===== config.mk =====
export PLATFORM = sky130hd
export DESIGN_NAME = sram_pkt_writer
export DESIGN_NICKNAME = d
export VERILOG_FILES = /design/src/rtl/sram_pkt_writer.sv
export SDC_FILE = /design/constraint.sdc
export NUM_CORES = 1
export LEC_CHECK = 0
export ABC_CLOCK_PERIOD_IN_PS = 4200
export BUFFER_PORTS_ARGS = -buffer_cell sky130_fd_sc_hd__buf_4
export CELL_PAD_IN_SITES_DETAIL_PLACEMENT = 1
export CELL_PAD_IN_SITES_GLOBAL_PLACEMENT = 2
export CORE_MARGIN = 5
export CORE_UTILIZATION = 30
export DETAILED_ROUTE_END_ITERATION = 12
export PLACE_DENSITY = 0.7
export SLEW_MARGIN = 0
export SYNTH_ARGS = -nofsm -noshare
export SYNTH_HDL_FRONTEND = slang
export SYNTH_SLANG_ARGS = --single-unit

===== constraint.sdc =====
create_clock -name clk -period 4.2 [get_ports clk]
set_clock_uncertainty 0.05 [all_clocks]
set_input_delay 0.21 -clock clk [delete_from_list [all_inputs] [get_ports clk]]
set_output_delay 0.21 -clock clk [all_outputs]
set_load 0.005 [all_outputs]

===== src/rtl/sram_pkt_writer.sv =====
// Packs a byte stream from the WRR FIFO output stage into 16-bit SRAM writes with byte
// enables, one packet at a time, and reports a done/status pulse per packet.
module sram_pkt_writer #(
   parameter int DATA_WIDTH   = 8,
   parameter int ADDR_BIT     = 14,
   parameter int DATA_NUMBIT  = 8,
   parameter int PRIORITY_BIT = 3,
   parameter int TIMEOUT      = 64
) (
   input  logic                      clk,
   input  logic                      rst_n,
   input  logic                      wr_ena,
   input  logic                      rd_ena,
   input  logic                      o_sop,
   input  logic                      o_eop,
   input  logic [DATA_WIDTH-1:0]     o_data,
   input  logic [ADDR_BIT-1:0]       addr,
   input  logic [DATA_NUMBIT-1:0]    data_width,
   input  logic [PRIORITY_BIT-1:0]   prior_o,
   output logic                      ready,
   output logic                      sram_cs_n,
   output logic                      sram_we_n,
   output logic [ADDR_BIT-2:0]       sram_addr,
   output logic [2*DATA_WIDTH-1:0]   sram_wdata,
   output logic [1:0]                sram_be_n,
   output logic                      pkt_done,
   output logic [PRIORITY_BIT-1:0]   pkt_prior,
   output logic                      pkt_err,
   output logic                      proto_err
);

   localparam int TW = $clog2(TIMEOUT + 1);
   localparam logic [TW-1:0] TMO_LAST = TW'(TIMEOUT - 1);
   localparam logic [DATA_WIDTH-1:0] ZERO_BYTE = '0;

   typedef enum logic [1:0] {IDLE, WRITE, DONE} state_t;

   state_t                   state_reg, state_next;
   logic [ADDR_BIT-1:0]      bp_reg;
   logic [DATA_NUMBIT-1:0]   len_reg;
   logic [PRIORITY_BIT-1:0]  pri_reg;
   logic [DATA_NUMBIT:0]     cnt_reg;
   logic [DATA_WIDTH-1:0]    lo_reg;
   logic                     lo_vld_reg;
   logic                     err_reg;
   logic [TW-1:0]            idle_reg;

   logic                     cap, first, abort, stray, lo_pend;
   logic [ADDR_BIT-1:0]      cap_addr;
   logic                     wr_go;
   logic [ADDR_BIT-2:0]      wr_word;
   logic [2*DATA_WIDTH-1:0]  wr_data;
   logic [1:0]               wr_be_n;

   // Next state and byte-capture decisions; abort covers truncation and timeout.
   always_comb begin
      state_next = state_reg;
      cap        = 1'b0;
      first      = 1'b0;
      abort      = 1'b0;
      stray      = 1'b0;
      cap_addr   = bp_reg;
      case (state_reg)
         IDLE: begin
            if (wr_ena) begin
               if (o_sop && ready) begin
                  cap        = 1'b1;
                  first      = 1'b1;
                  cap_addr   = addr;
                  state_next = o_eop ? DONE : WRITE;
               end else begin
                  stray = 1'b1;
               end
            end
         end
         WRITE: begin
            if (wr_ena && o_sop) begin
               abort      = 1'b1;
               state_next = DONE;
            end else if (wr_ena) begin
               cap = 1'b1;
               if (o_eop) state_next = DONE;
            end else if (idle_reg == TMO_LAST) begin
               abort      = 1'b1;
               state_next = DONE;
            end
         end
         DONE: begin
            stray      = wr_ena;
            state_next = IDLE;
         end
         default: state_next = IDLE;
      endcase
   end

   // A pending low lane always belongs to the same word as the next (odd) byte.
   always_comb begin
      lo_pend = lo_vld_reg && !first;
      wr_go   = 1'b0;
      wr_word = '0;
      wr_data = '0;
      wr_be_n = 2'b11;
      if (cap && (cap_addr[0] || o_eop)) begin
         wr_go   = 1'b1;
         wr_word = cap_addr[ADDR_BIT-1:1];
         if (cap_addr[0]) begin
            wr_data = {o_data, (lo_pend ? lo_reg : ZERO_BYTE)};
            wr_be_n = {1'b0, !lo_pend};
         end else begin
            wr_data = {ZERO_BYTE, o_data};
            wr_be_n = 2'b10;
         end
      end else if (abort && lo_vld_reg) begin
         wr_go   = 1'b1;
         wr_word = bp_reg[ADDR_BIT-1:1];
         wr_data = {ZERO_BYTE, lo_reg};
         wr_be_n = 2'b10;
      end
   end

   always_ff @(posedge clk or negedge rst_n) begin
      if (!rst_n) begin
         state_reg  <= IDLE;
         bp_reg     <= '0;
         len_reg    <= '0;
         pri_reg    <= '0;
         cnt_reg    <= '0;
         lo_reg     <= '0;
         lo_vld_reg <= 1'b0;
         err_reg    <= 1'b0;
         idle_reg   <= '0;
         ready      <= 1'b1;
         sram_cs_n  <= 1'b1;
         sram_we_n  <= 1'b1;
         sram_addr  <= '0;
         sram_wdata <= '0;
         sram_be_n  <= 2'b11;
         pkt_done   <= 1'b0;
         pkt_prior  <= '0;
         pkt_err    <= 1'b0;
         proto_err  <= 1'b0;
      end else begin
         state_reg <= state_next;
         ready     <= (state_reg == IDLE) && (state_next == IDLE);
         proto_err <= stray || (rd_ena && wr_ena);
         sram_cs_n <= !wr_go;
         sram_we_n <= !wr_go;
         sram_be_n <= wr_be_n;
         if (wr_go) begin
            sram_addr  <= wr_word;
            sram_wdata <= wr_data;
         end
         if (cap) begin
            bp_reg <= cap_addr + 1'b1;
            if (first)              cnt_reg <= 1;
            else if (cnt_reg != '1) cnt_reg <= cnt_reg + 1'b1;
            if (!cap_addr[0] && !o_eop) begin
               lo_reg     <= o_data;
               lo_vld_reg <= 1'b1;
            end else begin
               lo_vld_reg <= 1'b0;
            end
         end
         if (first) begin
            len_reg <= data_width;
            pri_reg <= prior_o;
            err_reg <= 1'b0;
         end
         if (abort) begin
            err_reg    <= 1'b1;
            lo_vld_reg <= 1'b0;
         end
         idle_reg <= (state_reg == WRITE && !wr_ena) ? idle_reg + 1'b1 : '0;
         pkt_done <= (state_reg == DONE);
         if (state_reg == DONE) begin
            pkt_prior <= pri_reg;
            pkt_err   <= err_reg || (cnt_reg != {1'b0, len_reg}) || (len_reg == '0);
         end
      end
   end

endmodule

==> results.json, run 1 <==
{
  "status": "finished clean",
  "dieArea_um2": 18500,
  "clk_pin_slew_worst_paths_ps": 70,
  "yosys.area.top_type": "dfrtp_1",
  "peakVddDrop_uv": 297,
  "grt-ovfl-total": 0,
  "root_buffer": "clkbuf_16",
  "cp-end-kind": "flop",
  "core_area_um2": 15700,
  "cp-endpoint": "bp_reg[10]$_DFFE_PN0P_",
  "largest_reg_flops": 16,
  "required_ps": 4380,
  "numCtsBuffers": 9,
  "grt_pass1_wl_um": 22400,
  "grt_pass1_vias": 4253,
  "cts_tree": "done",
  "worst-setup-path-type": "flop to flop",
  "yosysSeqAreaShare_pct": 48.5,
  "diodes": 0,
  "clk_path_buf_depth": 2,
  "dpl.cell_count": 749,
  "rsz0062_at_grt": "no",
  "power_density_nw_per_um2": 545,
  "drc": 0,
  "post-route-min-period_ps": 3120,
  "rrSetupSlack_ps": 1080,
  "yosys_register_bits": 92,
  "grt_use_total_pct": 15.3,
  "fin_crit_sh_pct": 74.3,
  "antenna_found_initial": 0,
  "yosysTopAreaCellShare_pct": 46.3,
  "finalSetupViolCount": 0,
  "power.total_w": 0.00322,
  "hold_class": "input port to flop",
  "synth_edf_count": 0,
  "multiInputGateArea_um2": 2270,
  "hold-worst-slack_ps": 11.8,
  "r2r-start": "ready$_DFF_PN1_",
  "grt_max_degree": 59,
  "drt-initial-drc-count": 198,
  "route.detailed.wl_per_inst_um": 17.5,
  "reg2reg_to": "bp_reg[10]$_DFFE_PN0P_",
  "synth_cell_type_count": 69,
  "ant_nets": 0,
  "avgSynthCellArea_um2": 10.0,
  "fp.dieH_um": 136,
  "htreeDepth": 3,
  "firstDrtPassIters": 4,
  "maxSlewHeadroom_pct": 27.7,
  "synthTopCellsByArea": "dfrtp_1, nand2_1, nor2_1, mux2_2, o211ai_1",
  "drt-total-wl_um": 13600,
  "cts_resized": 0,
  "io_pins": 79,
  "fin_tns_setup_ps": 0,
  "avgViaCountPerCell": 5.09,
  "critPathMaxFanout": 32,
  "setup.worst_path.start_class": "flop",
  "tightest_slew_ps": 1080,
  "hold_viol": 0,
  "initial_core_util_pct": 30.3,
  "crit_path_start": "ready$_DFF_PN1_",
  "timing.fmax_mhz": 320,
  "syn_inst": 475,
  "fin_cells": 776,
  "drv_cap": 0,
  "nFillCells": 1829,
  "synth_area_um2": 4750,
  "clk_latency_ps": 350,
  "cp_data_arrival_time_ps": 3300,
  "syn_nets": 518,
  "die_w_um": 136,
  "rows": 46,
  "yosysWarnings": 0,
  "regArea_um2": 2310,
  "synth_flop_cell": "dfrtp_1",
  "drive_above_1_share_pct": 23.8,
  "synthArstFlopShare_pct": 100,
  "final_util_pct": 37.5,
  "nets": 598,
  "hpwl_um": 9800,
  "cts.sinks": 92,
  "r2r_cells": 9,
  "io_buffers": 78,
  "drv_slew": 0,
  "areaGrowthSynthToFinish_pct": 24.1,
  "leakage_nw": 2.56,
  "place.gp.congestion": 0.795,
  "via_count": 3953
}
-- where the power goes --
part | internal (W) | switching [W] | total [W] | leakage [nW]
clock network | 0.000423 | 0.000403 | 0.000826 | 0.148
logic | 0.000498 | 0.000458 | 0.000956 | 1.27
registers | 0.00119 | 0.000250 | 0.00144 | 1.15
total | 0.00211 | 0.00111 | 0.00322 | 2.56
-- cells in the mapped netlist (2+ instances only) --
library cell	number
dfrtp_1	88
nand2_1	69
nor2_1	41
a21oi_1	19
o211ai_1	19
nor3_1	18
o21ai_0	17
nand3_1	14
mux2_2	13
mux2i_1	12
o22ai_1	12
a22o_1	11
xor2_1	11
buf_2	10
xnor2_1	9
inv_1	8
nand4_1	8
buf_4	6
and4_1	5
o21ai_1	5
a31oi_1	4
dfstp_2	4
ha_1	4
a211oi_1	3
a21o_1	3
a311oi_1	3
and3_1	3
buf_6	3
clkbuf_1	3
nand2b_1	3
nor4_1	3
or3_1	3
a2111oi_0	2
and2_1	2
nand3_2	2
o21a_1	2
-- layout by cell type, fill, tap and decap left out, types with 5 or more instances in the layout --
master and n:
xnor2_1 9, o211ai_1 19, dfrtp_1 88, o22ai_1 12, mux2i_1 12, nor3_1 18
mux2_2 13, nor2_1 41, a21oi_1 19, nand2_1 69, and4_1 5, inv_1 8
xor2_1 11, a22o_1 11, o21ai_1 5, nand4_1 8, o21ai_0 17, nand3_1 14
buf_4 81, dlygate4sd3_1 11, clkbuf_16 9
-- metal layers --
layer  up-vias  global-route usage, %  routed length [µm]
met5         -                      0                   0
met4         0                   6.16                 293
met3        16                   2.78                 547
met2        72                   24.5                6220
met1      1974                   20.4                6540
li1       1891                      -                   -
-- area by class of cell --
class / count / area share, %
multi-input cells: 351 / 38.5
clock inverters: 7 / 1.25
inverters: 9 / 0.573
flip-flops and latches: 92 / 39.1
repair buffers: 92 / 12.2
well taps: 216 / 4.58
clock buffers: 9 / 3.82
-- repair_timing --
action                                 4_1_cts  5_1_grt
hold buffers                                11        0
endpoints found under the hold margin       65        0
setup buffers                                0        0
-- metrics by stage --
stage                     area, µm²  setup WS (ps)
after CTS                      5900           1090
after detailed placement       5490           1100
after floorplan                4750           1590
final                          5900           1080
after global routing           5900            873
after global placement         5490           1260
-- worst min-delay path by stage --
stage | to | depth (start not counted) | start | slack (ps)
finish | len_reg[7]$_DFFE_PN0N_ | 3 | data_width[7] | 10
global route | len_reg[7]$_DFFE_PN0N_ | 3 | data_width[7] | 10
CTS | len_reg[7]$_DFFE_PN0N_ | 3 | data_width[7] | 3
detailed placement | len_reg[7]$_DFFE_PN0N_ | 1 | rst_n | 280
global placement | len_reg[7]$_DFFE_PN0N_ | 1 | rst_n | 270
floorplan | bp_reg[0]$_DFFE_PN0P_ | 0 | rst_n | -140
-- critical path, cell delays in order, from the launching register on --
cell and delay (ps):
dfstp_2 590, and3b_1 360, nand2_4 310, mux2_2 340
ha_1 290, inv_1 150, nor3_1 290, o2bb2ai_1 230
nor4b_1 290, a211oi_1 90
-- kinds of logic (layout without fill, tap and decap cells) --
group | count (synthesis) | after routing | share of synthesized area [%]
mux | 26 | 26 | 5.92
fa+ha+maj | 4 | 4 | 1.05
xor+xnor | 20 | 20 | 3.68
compound gates | 116 | 116 | 17.4
flops | 92 | 92 | 48.5
simple gates | 185 | 185 | 19.7
buf+inv | 32 | 117 | 3.74
No activity file was read; power rests on OpenSTA's default activity.
==> inputs of run 2 (changes only) <==
--- a/config.mk
+++ b/config.mk
@@ -5,14 +5,15 @@
 export SDC_FILE = /design/constraint.sdc
 export NUM_CORES = 1
 export LEC_CHECK = 0
-export ABC_CLOCK_PERIOD_IN_PS = 4200
+export ABC_AREA = 1
+export ABC_CLOCK_PERIOD_IN_PS = 3100
 export BUFFER_PORTS_ARGS = -buffer_cell sky130_fd_sc_hd__buf_4
 export CELL_PAD_IN_SITES_DETAIL_PLACEMENT = 1
 export CELL_PAD_IN_SITES_GLOBAL_PLACEMENT = 2
 export CORE_MARGIN = 5
 export CORE_UTILIZATION = 30
 export DETAILED_ROUTE_END_ITERATION = 12
-export PLACE_DENSITY = 0.7
+export PLACE_DENSITY = 0.75
 export SLEW_MARGIN = 0
 export SYNTH_ARGS = -nofsm -noshare
 export SYNTH_HDL_FRONTEND = slang
==> constraint.sdc (replaced) <==
create_clock -name clk -period 3.1 [get_ports clk]
set_clock_uncertainty 0.05 [all_clocks]
set_input_delay 0.155 -clock clk [delete_from_list [all_inputs] [get_ports clk]]
set_output_delay 0.155 -clock clk [all_outputs]
set_load 0.005 [all_outputs]
==> run 2 against run 1 <==
Against the previous run: final cell count increased by 9.3%; largest cell class unchanged; utilization increased by 0.86 points; design area decreased by 1.4%; largest power group unchanged; highest routed layer unchanged.
==> results.json, run 2 <==
{
  "fin_area_um2": 5820,
  "min_from": "rd_ena",
  "place_area_um2": 5320,
  "place.gp.congestion": 0.780,
  "cp-end-kind": "flop",
  "crit_chain": "nor2_4 > nand2_4 > inv_2 > nor2_2 > inv_4 > o21ai_4 > nand2_1 > inv_2 > nand2_1 > nand3_1",
  "nets": 698,
  "tightest_slew_ps": 713,
  "peakVddDrop_uv": 280,
  "maxSlewHeadroom_pct": 52.4,
  "fp.dieH_um": 134,
  "synth_edf_count": 0,
  "hold_viol": 0,
  "via_count": 4076,
  "critPathMaxFanout": 30,
  "yosysWarnings": 0,
  "diodes": 0,
  "p_int_w": 0.00320,
  "cts.sinks": 92,
  "final_cell_mix": "nand2_1, dfrtp_1, buf_4, nand3_1, inv_1",
  "postCtsSetupRepairBufs": 0,
  "regArea_um2": 2310,
  "drt-initial-drc-count": 157,
  "r2r-start": "state_reg[1]$_DFF_PN0_",
  "rsz0062_at_grt": "no",
  "critPathTopFamily": "simple AND/OR/NAND/NOR gates",
  "grt_use_total_pct": 15.7,
  "net-switching-power_w": 0.00174,
  "power.total_w": 0.00494,
  "fin_crit_sh_pct": 85.2,
  "yosys.area.top_type": "dfrtp_1",
  "critical_path_buf_inv_count": 3,
  "setup.worst_path.start_class": "flop",
  "fin_ws_ps": 460,
  "synthArstFlopShare_pct": 100,
  "drv_cap": 0,
  "fin_tns_setup_ps": 0,
  "yosysSeqAreaShare_pct": 50.1,
  "largest_reg_flops": 16,
  "avgSynthCellArea_um2": 8.09,
  "syn_inst": 569,
  "clk_latency_ps": 350,
  "cp_slowest_cell": "nor2_2",
  "syn_nets": 612,
  "antenna_found_initial": 0,
  "post-route-min-period_ps": 2640,
  "io_buffers": 78,
  "die_w_um": 134,
  "drt-total-wl_um": 13400,
  "nFillCells": 1804,
  "areaGrowthSynthToFinish_pct": 26.4,
  "grt-ovfl-total": 0,
  "numCtsBuffers": 9,
  "grt_max_degree": 49,
  "hold_class": "input port to flop",
  "pwr-share-comb_pct": 32.2,
  "root_buffer": "clkbuf_16",
  "slowest_delay_ps": 570,
  "yosys_register_bits": 92,
  "ctsHoldBuffers": 12,
  "yosysTopAreaCellShare_pct": 47.9,
  "cts_tree": "done",
  "power_density_nw_per_um2": 849,
  "synth_cell_type_count": 41,
  "final_common_cell": "nand2_1",
  "cts_resized": 0,
  "grt_pass1_wl_um": 22500,
  "power_frac_seq_pct": 39.9,
  "synthTopCellsByArea": "dfrtp_1, nand2_1, nand3_1, o21ai_0, inv_1",
  "synth_commonest_cells": "nand2_1, dfrtp_1, nand3_1, inv_1, o21ai_0",
  "avgViaCountPerCell": 4.81,
  "ant_nets": 0,
  "worst-setup-path-type": "flop to flop",
  "swShare_pct": 35.2,
  "grt_pass1_vias": 4402,
  "synth_flop_cell": "dfrtp_1",
  "drc": 0,
  "htreeDepth": 3,
  "timing.fmax_mhz": 379,
  "hold-worst-slack_ps": 19.1,
  "synth_area_um2": 4600,
  "firstDrtPassIters": 4,
  "core_area_um2": 15100,
  "drive_above_1_share_pct": 20.8,
  "hpwl_um": 9640,
  "multiInputGateArea_um2": 1980,
  "crit_path_start": "state_reg[1]$_DFF_PN0_",
  "cp_data_arrival_time_ps": 2870,
  "rows": 45,
  "clk_pin_slew_worst_paths_ps": 70,
  "initial_core_util_pct": 30.4,
  "status": "finished clean",
  "io_pins": 79,
  "synth.most_common_cell": "nand2_1",
  "clk_path_buf_depth": 2,
  "drv_slew": 0,
  "route.detailed.wl_per_inst_um": 15.8,
  "dieArea_um2": 17900,
  "finalSetupViolCount": 0,
  "required_ps": 3330,
  "pwr-share-clk_pct": 27.9,
  "leakage_nw": 2.88,
  "place_ws_ps": 427
}
run 2: cells by family after synthesis:
kind of cell,Yosys count,synth area share (%)
flops,92,50.1
simple gates,343,33.6
xor+xnor,8,1.52
compound gates,57,6.85
buf+inv,65,6.77
fa+ha+maj,4,1.09
run 2: layout make-up:
type / count / area share [%]
inverters: 45 / 3.03
clock buffers: 9 / 3.87
repair buffers: 95 / 12.8
flip-flops and latches: 92 / 39.7
well taps: 188 / 4.04
clock inverters: 7 / 2.52
multi-input cells: 412 / 34.1
run 2: tightest hold or removal path: stages:
cell	delay, ps
buf_4	80
nor2_1	30
a21oi_1	110
run 2: final timing paths:
kind | end | cells after the start | slack [ps]
max | sram_addr[6]$_DFFE_PN0N_ | 10 | 460
min | proto_err$_DFF_PN0_ | 3 | 20
max reg2reg | sram_addr[6]$_DFFE_PN0N_ | 10 | 460
min reg2reg | idle_reg[0]$_DFF_PN0_ | 1 | 410
max in group asynchronous | ready$_DFF_PN1_ | 3 | 1830
min in group asynchronous | len_reg[0]$_DFFE_PN0N_ | 2 | 320
run 2: metrics by stage:
stage          utilization (%)  std cells
3_3_place_gp              35.2        820
4_1_cts                   38.4        848
2_1_floorplan                -        569
3_5_place_dp              35.2        820
5_1_grt                   38.4        848
6_report                  38.4        848
run 2: routing by layer:
layer / share of wire [%] / vias to the layer above / wire length (µm) / track usage (%)
met4: 1.7 / 0 / 225 / 5.89
met5: 0 / - / 0 / 0
met3: 2.7 / 16 / 364 / 2.85
met1: 48 / 2002 / 6400 / 20.3
met2: 48 / 51 / 6450 / 26.1
li1: - / 2007 / - / -
run 2: power by group through the flow:
stage	Sequential (W)	Clock, W	Combinational, W
after floorplan	0.00192	0	0.000968
after global placement	0.00198	0	0.00156
after detailed placement	0.00199	0	0.00161
after CTS	0.00198	0.00142	0.00163
after global routing	0.00204	0.00147	0.00181
final	0.00197	0.00138	0.00159
==> inputs of run 3 (changes only) <==
--- a/config.mk
+++ b/config.mk
@@ -9,11 +9,11 @@
 export ABC_CLOCK_PERIOD_IN_PS = 3100
 export BUFFER_PORTS_ARGS = -buffer_cell sky130_fd_sc_hd__buf_4
 export CELL_PAD_IN_SITES_DETAIL_PLACEMENT = 1
-export CELL_PAD_IN_SITES_GLOBAL_PLACEMENT = 2
+export CELL_PAD_IN_SITES_GLOBAL_PLACEMENT = 1
 export CORE_MARGIN = 5
 export CORE_UTILIZATION = 30
 export DETAILED_ROUTE_END_ITERATION = 12
-export PLACE_DENSITY = 0.75
+export PLACE_DENSITY = 0.62
 export SLEW_MARGIN = 0
 export SYNTH_ARGS = -nofsm -noshare
 export SYNTH_HDL_FRONTEND = slang
==> constraint.sdc (replaced) <==
create_clock -name clk -period 3.1 [get_ports clk]
set_clock_uncertainty 0.05 [all_clocks]
set_input_delay 0.31 -clock clk [delete_from_list [all_inputs] [get_ports clk]]
set_output_delay 0.31 -clock clk [all_outputs]
set_load 0.005 [all_outputs]
==> run 3 against run 2 <==
Against the previous run: final cell count down 1.4%; non-clock buffer count shrank 12; via count fell by 1.1%; highest routed layer unchanged; critical path depth is the same; clock power decreased by 19%; largest power group unchanged; sequential cell count is the same; hold slack improved by 94 ps.
==> results.json, run 3 (same netlist as run 2, synthesis figures left out) <==
{
  "place_ws_ps": 311,
  "cts_resized": 0,
  "final_util_pct": 37.2,
  "status": "finished clean",
  "maxSlewHeadroom_pct": 50.0,
  "grt-ovfl-total": 0,
  "fin_cells": 836,
  "final_cell_mix": "nand2_1, dfrtp_1, buf_4, nand3_1, inv_1",
  "areaGrowthSynthToFinish_pct": 22.5,
  "grt_pass1_wl_um": 21900,
  "drive_above_1_share_pct": 20.7,
  "required_ps": 3310,
  "rsz0062_at_grt": "no",
  "grt_use_total_pct": 15.1,
  "clk_latency_ps": 350,
  "hpwl_um": 9260,
  "numCtsBuffers": 9,
  "place.gp.congestion": 0.800,
  "cp-end-kind": "flop",
  "fin_tns_setup_ps": 0,
  "dieArea_um2": 17900,
  "cp_data_arrival_time_ps": 2890,
  "core_area_um2": 15100,
  "ctsHoldBuffers": 1,
  "io_pins": 79,
  "fp.dieH_um": 134,
  "fin_ws_ps": 422,
  "initial_core_util_pct": 30.4,
  "cts_tree": "done",
  "drv_slew": 0,
  "r2r_cells": 10,
  "power_density_nw_per_um2": 826,
  "setup.worst_path.start_class": "flop",
  "hold_viol": 0,
  "drv_cap": 0,
  "min_path_cells": 3,
  "grt_max_degree": 53,
  "finalSetupViolCount": 0,
  "rows": 45,
  "drt-initial-drc-count": 250,
  "cts.sinks": 92,
  "largest_reg_flops": 16,
  "dpl.cell_count": 819,
  "die_w_um": 134,
  "grt_pass1_vias": 4382,
  "worst-setup-path-type": "flop to flop",
  "diodes": 0,
  "leakage_nw": 2.80,
  "avgViaCountPerCell": 4.82,
  "timing.fmax_mhz": 373,
  "final_common_cell": "nand2_1",
  "drt-total-wl_um": 12700,
  "clk_pin_slew_worst_paths_ps": 60,
  "via_count": 4033,
  "ant_nets": 0,
  "post-route-min-period_ps": 2680,
  "nFillCells": 1813,
  "antenna_found_initial": 0,
  "hold_class": "input port to flop",
  "io_buffers": 78,
  "root_buffer": "clkbuf_16",
  "tightest_slew_ps": 749,
  "nets": 686,
  "peakVddDrop_uv": 297,
  "fin_crit_sh_pct": 86.4,
  "postCtsSetupRepairBufs": 0,
  "critPathMaxFanout": 30,
  "drc": 0,
  "route.detailed.wl_per_inst_um": 15.2,
  "clk_path_buf_depth": 2,
  "htreeDepth": 3,
  "firstDrtPassIters": 4
}
run 3: cell types whose count changed in the layout (fill, tap and decap cells not counted), sizes merged:
cell | before | now
dlygate4sd3 | 12 | 1
clkinv | 2 | 3
buf | 83 | 82
bufinv | 4 | 1
inv | 46 | 45
clkbuf | 9 | 12
run 3: final cells by class:
class	instances	area, µm²	area share [%]
timing repair buffer	83	638	11.3
inverter	45	176	3.13
clock buffer	12	246	4.37
clock inverter	4	48.8	0.866
multi-input combinational	412	1980	35.2
tap	188	235	4.18
sequential	92	2310	41.0
run 3: path summary, 6_finish.rpt:
check                                  startpoint                    endpoint  slack, ps
max in group asynchronous                   rst_n      sram_be_n[0]$_DFF_PN1_       1820
max                        state_reg[0]$_DFF_PN0_  sram_wdata[15]$_DFFE_PN0N_        420
min in group asynchronous                   rst_n       idle_reg[2]$_DFF_PN0_        450
min reg2reg                 idle_reg[0]$_DFF_PN0_       idle_reg[0]$_DFF_PN0_        420
max reg2reg                state_reg[0]$_DFF_PN0_  sram_wdata[15]$_DFFE_PN0N_        420
min                                 data_width[1]      len_reg[1]$_DFFE_PN0N_        110
run 3: per-layer routing:
metal	vias to the layer above	track usage [%]	share of wire (%)
met4	0	5.14	1.6
met3	14	2.66	3.4
met2	61	25.0	48
met1	1979	20.0	47
li1	1979	-	-
met5	-	0	0
run 3: worst max-delay path: stages, from the launching register on:
cell     delay [ps]
dfrtp_1         430
nor2_4          120
nand2_4         190
inv_2            60
nor2_2          590
inv_4           220
o21ai_4         130
nand2_1         100
inv_2           430
nand2_1         110
o21ai_1         120
run 3: stage by stage:
step / cell area (µm²) / power [W] / hold WS [ps]
after floorplan: 4600 / 0.00289 / -35.6
after global placement: 5330 / 0.00355 / 300
after detailed placement: 5330 / 0.00360 / 298
after CTS: 5630 / 0.00474 / 101
after global routing: 5630 / 0.00504 / 117
final: 5630 / 0.00465 / 114
run 3: where the power goes:
part | switching, W | internal, W | leakage [nW] | total, W
logic | 0.000893 | 0.000669 | 1.48 | 0.00156
registers | 0.000330 | 0.00165 | 1.18 | 0.00198
clock network | 0.000469 | 0.000647 | 0.147 | 0.00112
